==> config.mk <==
export PLATFORM = sky130hd
export DESIGN_NAME = store_commit_buffer
export DESIGN_NICKNAME = d
export VERILOG_FILES = /design/src/rtl/store_commit_buffer.sv
export SDC_FILE = /design/constraint.sdc
export NUM_CORES = 1
export LEC_CHECK = 0
export ABC_AREA = 1
export BUFFER_PORTS_ARGS = -buffer_cell sky130_fd_sc_hd__buf_2
export CORE_MARGIN = 8
export CORE_UTILIZATION = 55
export DETAILED_ROUTE_END_ITERATION = 10
export PLACE_DENSITY = 0.74
export SETUP_SLACK_MARGIN = 0.1
export SLEW_MARGIN = 30
export SYNTH_ARGS = -nofsm -noshare
export SYNTH_HDL_FRONTEND = slang
export SYNTH_SLANG_ARGS = --single-unit
==> constraint.sdc <==
create_clock -name clock -period 11.7 [get_ports clock]
set_input_delay 0.585 -clock clock [delete_from_list [all_inputs] [get_ports clock]]
set_output_delay 0.585 -clock clock [all_outputs]
set_load 0.01 [all_outputs]
==> src/rtl/store_commit_buffer.sv <==
// Store commit buffer: queues committed stores from the ROB, drains them in
// order to the dataCache write port, and forwards buffered data to loads.
module store_commit_buffer #(
  parameter int DEPTH      = 4,
  parameter int ADDR_WIDTH = 32,
  parameter int DATA_WIDTH = 32,
  parameter int CNT_W      = $clog2(DEPTH) + 1
) (
  input  logic                  clock,
  input  logic                  reset,
  input  logic                  commitEnable,
  input  logic [ADDR_WIDTH-1:0] commitAddr,
  input  logic [DATA_WIDTH-1:0] commitData,
  output logic                  full,
  output logic                  empty,
  output logic [CNT_W-1:0]      count,
  output logic                  overflow,
  output logic                  cacheWriteEnable,
  output logic [ADDR_WIDTH-1:0] cacheWriteAddr,
  output logic [DATA_WIDTH-1:0] cacheWriteData,
  input  logic                  cacheWriteDone,
  input  logic [ADDR_WIDTH-1:0] loadAddr,
  output logic                  fwdHit,
  output logic [DATA_WIDTH-1:0] fwdData
);

  localparam int PW = $clog2(DEPTH);

  typedef enum logic [1:0] {
    IDLE,
    REQ,
    GAP
  } state_t;

  state_t                r_state;
  logic [ADDR_WIDTH-1:0] r_mem_addr [DEPTH];
  logic [DATA_WIDTH-1:0] r_mem_data [DEPTH];
  logic [PW-1:0]         r_head;
  logic [PW-1:0]         r_tail;
  logic [CNT_W-1:0]      r_count;
  logic                  r_overflow;
  logic                  r_we;
  logic [ADDR_WIDTH-1:0] r_waddr;
  logic [DATA_WIDTH-1:0] r_wdata;

  logic                  w_full;
  logic                  w_push;
  logic                  w_pop;
  logic [CNT_W-1:0]      w_count_next;
  logic [ADDR_WIDTH-1:0] w_head_addr;
  logic [DATA_WIDTH-1:0] w_head_data;
  logic                  w_fwd_hit;
  logic [DATA_WIDTH-1:0] w_fwd_data;

  assign w_full = (r_count == CNT_W'(DEPTH));
  assign w_pop  = (r_state == REQ) && cacheWriteDone;
  // A pop on the same edge frees the slot, so a push at full is still taken
  assign w_push = commitEnable && (!w_full || w_pop);

  assign w_count_next = r_count + CNT_W'(w_push) - CNT_W'(w_pop);

  // Empty buffer with a same-edge push: the new head is the incoming store
  assign w_head_addr = (r_count == '0) ? commitAddr : r_mem_addr[r_head];
  assign w_head_data = (r_count == '0) ? commitData : r_mem_data[r_head];

  always_comb begin
    w_fwd_hit  = 1'b0;
    w_fwd_data = '0;
    for (int i = 0; i < DEPTH; i++) begin
      if ((CNT_W'(i) < r_count) &&
          (r_mem_addr[r_head + PW'(i)][ADDR_WIDTH-1:2] ==
           loadAddr[ADDR_WIDTH-1:2])) begin
        w_fwd_hit  = 1'b1;
        w_fwd_data = r_mem_data[r_head + PW'(i)];
      end
    end
  end

  always_ff @(posedge clock or posedge reset) begin
    if (reset) begin
      for (int i = 0; i < DEPTH; i++) begin
        r_mem_addr[i] <= '0;
        r_mem_data[i] <= '0;
      end
      r_head     <= '0;
      r_tail     <= '0;
      r_count    <= '0;
      r_overflow <= 1'b0;
      r_state    <= IDLE;
      r_we       <= 1'b0;
      r_waddr    <= '0;
      r_wdata    <= '0;
    end else begin
      if (w_push) begin
        r_mem_addr[r_tail] <= commitAddr;
        r_mem_data[r_tail] <= commitData;
        r_tail             <= r_tail + PW'(1);
      end
      if (w_pop)
        r_head <= r_head + PW'(1);
      r_count <= w_count_next;
      if (commitEnable && w_full && !w_pop)
        r_overflow <= 1'b1;

      unique case (r_state)
        IDLE: begin
          if (r_count != '0) begin
            r_state <= REQ;
            r_we    <= 1'b1;
            r_waddr <= r_mem_addr[r_head];
            r_wdata <= r_mem_data[r_head];
          end
        end
        REQ: begin
          if (cacheWriteDone) begin
            r_state <= GAP;
            r_we    <= 1'b0;
          end
        end
        GAP: begin
          if (w_count_next != '0) begin
            r_state <= REQ;
            r_we    <= 1'b1;
            r_waddr <= w_head_addr;
            r_wdata <= w_head_data;
          end else begin
            r_state <= IDLE;
          end
        end
        default: begin
          r_state <= IDLE;
          r_we    <= 1'b0;
        end
      endcase
    end
  end

  assign full             = w_full;
  assign empty            = (r_count == '0);
  assign count            = r_count;
  assign overflow         = r_overflow;
  assign cacheWriteEnable = r_we;
  assign cacheWriteAddr   = r_waddr;
  assign cacheWriteData   = r_wdata;
  assign fwdHit           = w_fwd_hit;
  assign fwdData          = w_fwd_data;

endmodule
Yosys cells after proc, flatten, opt, wreduce, memory -nomap -nowiden
Index checks and enable logic that the tools add are counted. Widths: inputs -> output; s select.

ROM bits: 0. Input bits: 100. Register bits: 331. Bits in latches: 0. RAM bits: 0. Output and inout bits: 104. Word-level logic and storage cells: 119. Memories kept: 0.

Shift operators: 0. Bitwise operators: 5. Multipliers: 0. Muxes and demuxes: 52. Add/subtract/negate cells: 6. Magnitude comparators: 10. Eq/ne operators: 10. Reduce and logical (&&, ||, !) cells: 20. Div/mod/pow operators: 0.

Operators with widths (count): $mux 32 (27); $bmux 32 s2 (8); $bwmux 128 (2); $pmux 32 s2 (2); $eq 30x30->1 (4); $demux 32 s2 (1); $ge 3x3->1 const B (5); $not 2->3 (5); $logic_and 1x1->1 (9); $mux 1 (8); $lt 1x3->1 const A (2); $lt 2x3->1 const A (2); $ne 2x2->1 const B (3); $pmux 2 s3 (1); $reduce_and 3->1 (2); $reduce_bool 3->1 (2); $add 2x1->2 const B (2); $add 2x2->2 const B (2); $mux 2 (2); $add 3x1->3 (1); $eq 3x3->1 const B (1); $logic_not 3->1 (1); $lt 3x1->1 const B (1); $pmux 1 s3 (1); other kinds (8) (9).

Longest topological paths before layout
Word-level depth: 10. Gate-level depth with buffers: 23. Mapped depth without buffers: 19.

Least setup slack after synthesis
OpenSTA, ideal clock, no wires.

Kind: input -> register. Start point: in cacheWriteDone. End point: reg r_wdata[6], in the netlist cacheWriteData[6]. Setup time: 0.077 ns. Arrival time: 3.560 ns. Buffers on the path: 4. Setup slack: 8.063 ns. Cell stages on the path: 21. Cell sequence: nor2_1 > nor3_2 > inv_1 > nand2_1 > nand2_1 > buf_2 > ha_1 > inv_1 > ha_1 > fa_1 > xnor2_1 > nor3_1 > a21oi_1 > inv_1 > nor2_1 > inv_1 > clkbuf_1 > clkbuf_1 > clkbuf_1 > nand2_1 > o21ai_1.

Cells in the longest elaborated chain, start to end: 8.

RTL lines: start: declaration (RTL line 21) `input logic cacheWriteDone,`; $logic_and 1x1->1 * (RTL line 56) `assign w_pop = (r_state == REQ) && cacheWriteDone;`; via w_pop (RTL line 48) `logic w_pop;`; $logic_or 1x1->1 (RTL line 58) `assign w_push = commitEnable && (!w_full || w_pop);`; $logic_and 1x1->1 (RTL line 58); $add 3x1->3 (RTL line 60) `assign w_count_next = r_count + CNT_W'(w_push) - CNT_W'(w_pop);`; $sub 3x1->3 * (RTL line 60); via w_count_next[2] (RTL line 49) `logic [CNT_W-1:0] w_count_next;`; $reduce_bool 3->1 * (RTL line 121) `if (w_count_next != '0) begin`; $ne 2x2->1 (no line) *; $reduce_and 3->1 (no line) *; end signal: assignment (RTL line 111) `r_wdata <= r_mem_data[r_head];`; end signal: assignment (RTL line 125) `r_wdata <= w_head_data;`; end: declaration (RTL line 44) `logic [DATA_WIDTH-1:0] r_wdata;`.

The timed path passes the listed nets; every way through them passes the cells marked *. A chain may end at the register's enable or synchronous reset.

Final worst setup path
Start point: reg r_head[1]. End point: out fwdData[4].

Cells in the longest elaborated chain, start to end: 10. Elaborated cells between the ends (all ways): 43. Those cells by class: add/sub: 3; eq/ne: 4; mux: 28; bitwise: 4; reduce/logical: 4.

RTL lines: start: declaration (RTL line 38) `logic [PW-1:0] r_head;`; start signal: assignment (RTL line 100) `r_head <= r_head + PW'(1);`; $add 2x1->2 or $not 2->3 (tied branches) (RTL line 71, 74); $not 2->3 (not written as such) or $bmux 32 s2 (tied branches) (RTL line 71, 74); $bmux 32 s2 or $mux 32 (tied branches) (RTL line 71) `(r_mem_addr[r_head + PW'(i)][ADDR_WIDTH-1:2] ==`; $mux 32 (not written as such) (RTL line 71); $mux 32 (not written as such) or $eq 30x30->1 (tied branches) (RTL line 71); $eq 30x30->1 or $logic_and 1x1->1 (tied branches) (RTL line 71, 70); $logic_and 1x1->1 or $mux 32 (tied branches) (RTL line 70) `if ((CNT_W'(i) < r_count) &&`; $mux 32 (2 in series) (RTL line 70); $mux 32 * (RTL line 70); end: declaration (RTL line 24) `output logic [DATA_WIDTH-1:0] fwdData`.

Mark *: on every way between the ends. The rest lies on a longest branch, timed or not. The select of a mux whose other input is x is not followed.

==> impl_metrics.yaml <==
sta:
  slew_violations: 0
  setup_viol: 0
  grt_setup_unrepaired: "no"
  hold_violations: 0
  tightest_slew_ns: 0.950
  max_freq_mhz: 142
  finalCritPeriodShare_pct: 60.3
  tns_ns: 0
  fin_crit_ns: 7.06
  relSlewSlack_pct: 36.5
  skew_ns: 0.0189
routing:
  vias_per_cell: 5.55
  routedWlPerCell_um: 16.9
  ant_nets: 0
  drt_iter0_markers: 2613
  drc_errors: 0
  first_pass_iters: 8
  vias: 24122
  wl_um: 73600
synthesis:
  yosysSeqAreaShare_pct: 35.7
  synth_edf_count: 0
  synthMuxAreaShare_pct: 2.33
  synth_compound_area_share_pct: 12.7
  syn_avg_cell_area_um2: 6.24
  synth.distinct_cells: 35
  synth_top_area_share_pct: 35.7
  synth_top_area_cell: "dfrtp_1"
  synth_ff_type: "dfrtp_1"
  syn-cell-area_um2: 23200
  ys_warn_count: 0
  synth-simple-area-share_pct: 37.6
  ys_ff_latch: 331
  synthAdderAreaFrac_pct: 0.518
  async_flop_share_pct: 100
  netlist_instances: 3720
  synthXorXnorAreaFrac_pct: 0.302
  syn-num-nets: 3829
  synthTopCellsByArea: "dfrtp_1, nand2_1, o21ai_0"
  synth_top_family_by_area: "simple AND/OR/NAND/NOR gates"
finish:
  final_area_um2: 25600
  nNetsFinal: 3876
  multi_input_area_um2: 12400
  fillers: 4083
  drive_above_1_share_pct: 9.93
  area_growth_pct: 10.4
  postLayoutCoreUtil_pct: 61.3
  finalNonFillerCells: 4343
  seq_area_um2: 8290
floorplanning:
  die_w_um: 221
  ios: 204
  initial_utilization_pct: 55.6
  die_area_um2: 49000
  die_h_um: 221
  num_rows: 75
  coreArea_um2: 41800
placed_design:
  dpl.hpwl_um: 47300
  dp.cells: 4262
  gp_congestion: 0.983
  port_buffers: 201
  place_area_um2: 24000
critical_path:
  startpoint_type: "register"
  required_ns: 11.12
  crit_family: "simple AND/OR/NAND/NOR gates"
  rr_worst_depth: 20
  end_kind: "output port"
  crit_slowest_cell: "buf_4"
  cp.buffers_inverters: 5
  path_class: "register to output port"
  path_max_fanout: 77
  path_depth: 19
  cp_common_cell: "nand2_1"
  path_cells: "buf_4, buf_4, nand2_2, nand2_4, buf_4, nand2_1, nand3_1, nand2_1, inv_1, nand2_1, nor2_1, nand2_1, nor2_4, nand2_2, nand2_1, nand3_1, nand2_1, nand2_1, buf_2"
  worst-endpoint-arrival_ns: 6.47
  max_stage_delay_ns: 0.73
clock_tree:
  cts_tree: "built"
  clock-root-buffer: "clkbuf_16"
  post_cts_buffers: 0
  cts_buffer_depth: 3
  cts_resized: 0
  cts.sinks: 331
  cts.htree.levels: 2
  insertion_delay_ns: 0.58
  cts_made_buffers: 40
  clk_pin_slew_ns: 0.06
  hold_buffers: 0
pwr:
  power_density_nw_per_um2: 323
  irDropWorstVdd_mv: 0.188
  p_total_mw: 8.26
  power_leakage_nw: 13.8
grt:
  grt_usage_pct: 29.5
  grt_pass1_vias: 22403
  overflow: 0
  grt_pass1_wl_um: 118000
  antenna_found_initial: 8
  grt_max_degree: 275
worst_hold_path:
  hp-class: "primary input to async pin"
job:
  max_cap_viol_count: 0
status:
  status: "complete, no violations"
[cell usage in the layout (no fill, tap or decap), types with 3 or more instances in the layout]
| master | Yosys | layout |
|---|---|---|
| buf_4 | 15 | 17 |
| clkinv_2 | 0 | 7 |
| dfrtp_1 | 331 | 329 |
| clkbuf_16 | 0 | 40 |
| o21ai_1 | 54 | 54 |
| buf_2 | 81 | 201 |
| nand2_4 | 0 | 3 |
| o21ai_0 | 513 | 513 |
| nor2_1 | 90 | 88 |
| nand4_1 | 13 | 13 |
| inv_4 | 2 | 3 |
| buf_6 | 24 | 3 |
| xor2_1 | 7 | 7 |
| o22ai_1 | 4 | 4 |
| bufinv_16 | 0 | 10 |
| clkbuf_8 | 0 | 8 |
| clkbuf_1 | 82 | 3 |
| nor3_1 | 6 | 6 |
| buf_16 | 0 | 3 |
| ha_1 | 8 | 8 |
| a21oi_1 | 3 | 3 |
| nand3_1 | 395 | 395 |
| nor2_4 | 5 | 10 |
| diode_2 | 0 | 6 |
| mux2_2 | 48 | 48 |
| nand2_1 | 1633 | 1632 |
| inv_1 | 358 | 356 |
| o211ai_1 | 4 | 4 |
| nand2_2 | 8 | 6 |
[metal layers]
layer | vias up | part of all wire, % | wire length, µm | global-route usage (%)
met4 | 4 | 3.0 | 2190 | 11.1
met2 | 1077 | 43 | 31800 | 45.0
met1 | 11046 | 43 | 32000 | 40.7
met5 | - | 0.038 | 28 | 0
li1 | 11848 | - | - | -
met3 | 147 | 10 | 7560 | 6.71
[registers in the layout, indices dropped and copies added, names as in the netlist]
signal            cells
r_head                2
r_mem_data          128
r_mem_addr          128
cacheWriteEnable      1
cacheWriteData       32
overflow              1
cacheWriteAddr       32
r_tail                2
r_state               2
count                 3
[Yosys cell counts (13+ instances only)]
cell type,n
inv_1,358
nand3_1,395
nor2_1,90
mux2_2,48
nand2_1,1633
o21ai_0,513
o21ai_1,54
buf_1,21
buf_2,81
buf_4,15
clkbuf_1,82
dfrtp_1,331
nand4_1,13
buf_6,24
[metrics by stage]
| stage | hold WS (ns) | worst slack (ns) |
|---|---|---|
| floorplan | 0.490 | 1.95 |
| global placement | 0.445 | 5.11 |
| finish | 0.0696 | 4.64 |
| detailed placement | 0.468 | 5.52 |
| CTS | 0.202 | 4.88 |
| global route | 0.158 | 4.40 |
[report_power, final]
part           total [mW]  leakage, nW  switching, mW  internal (mW)
sequential           2.11         4.04          0.378           1.73
clock                1.44        0.739          0.538          0.901
combinational        4.72         9.03           3.23           1.49
[kinds of logic after synthesis]
family | count (synthesis)
and+or+nand+nor | 2158
buffers and inverters | 584
AOI/OAI and AO/OA | 582
DFF | 331
muxes | 48
adders and majority gates | 9
xor gates and xnor gates | 8
[worst paths after layout]
kind                              startpoint                  to  slack [ns]
min in group clock            cacheWriteDone          r_state[0]        0.23
hold reg to reg            cacheWriteAddr[8]   cacheWriteAddr[8]        0.48
setup reg to reg                  r_state[1]  cacheWriteAddr[25]        6.53
max in group asynchronous              reset  cacheWriteData[25]       10.33
hold / removal                         reset      r_mem_addr[56]        0.07
setup / recovery                   r_head[1]          fwdData[4]        4.64
[cell type report]
| class | count | share of cell area, % |
|---|---|---|
| Multi-Input combinational cell | 2805 | 48.5 |
| Sequential cell | 331 | 32.4 |
| Inverter | 361 | 5.37 |
| Timing Repair Buffer | 228 | 5.15 |
| Clock buffer | 51 | 4.38 |
| Tap cell | 539 | 2.63 |
| Clock inverter | 22 | 1.50 |
| Antenna cell | 6 | 0.0586 |
No activity file was read; power rests on OpenSTA's default activity.
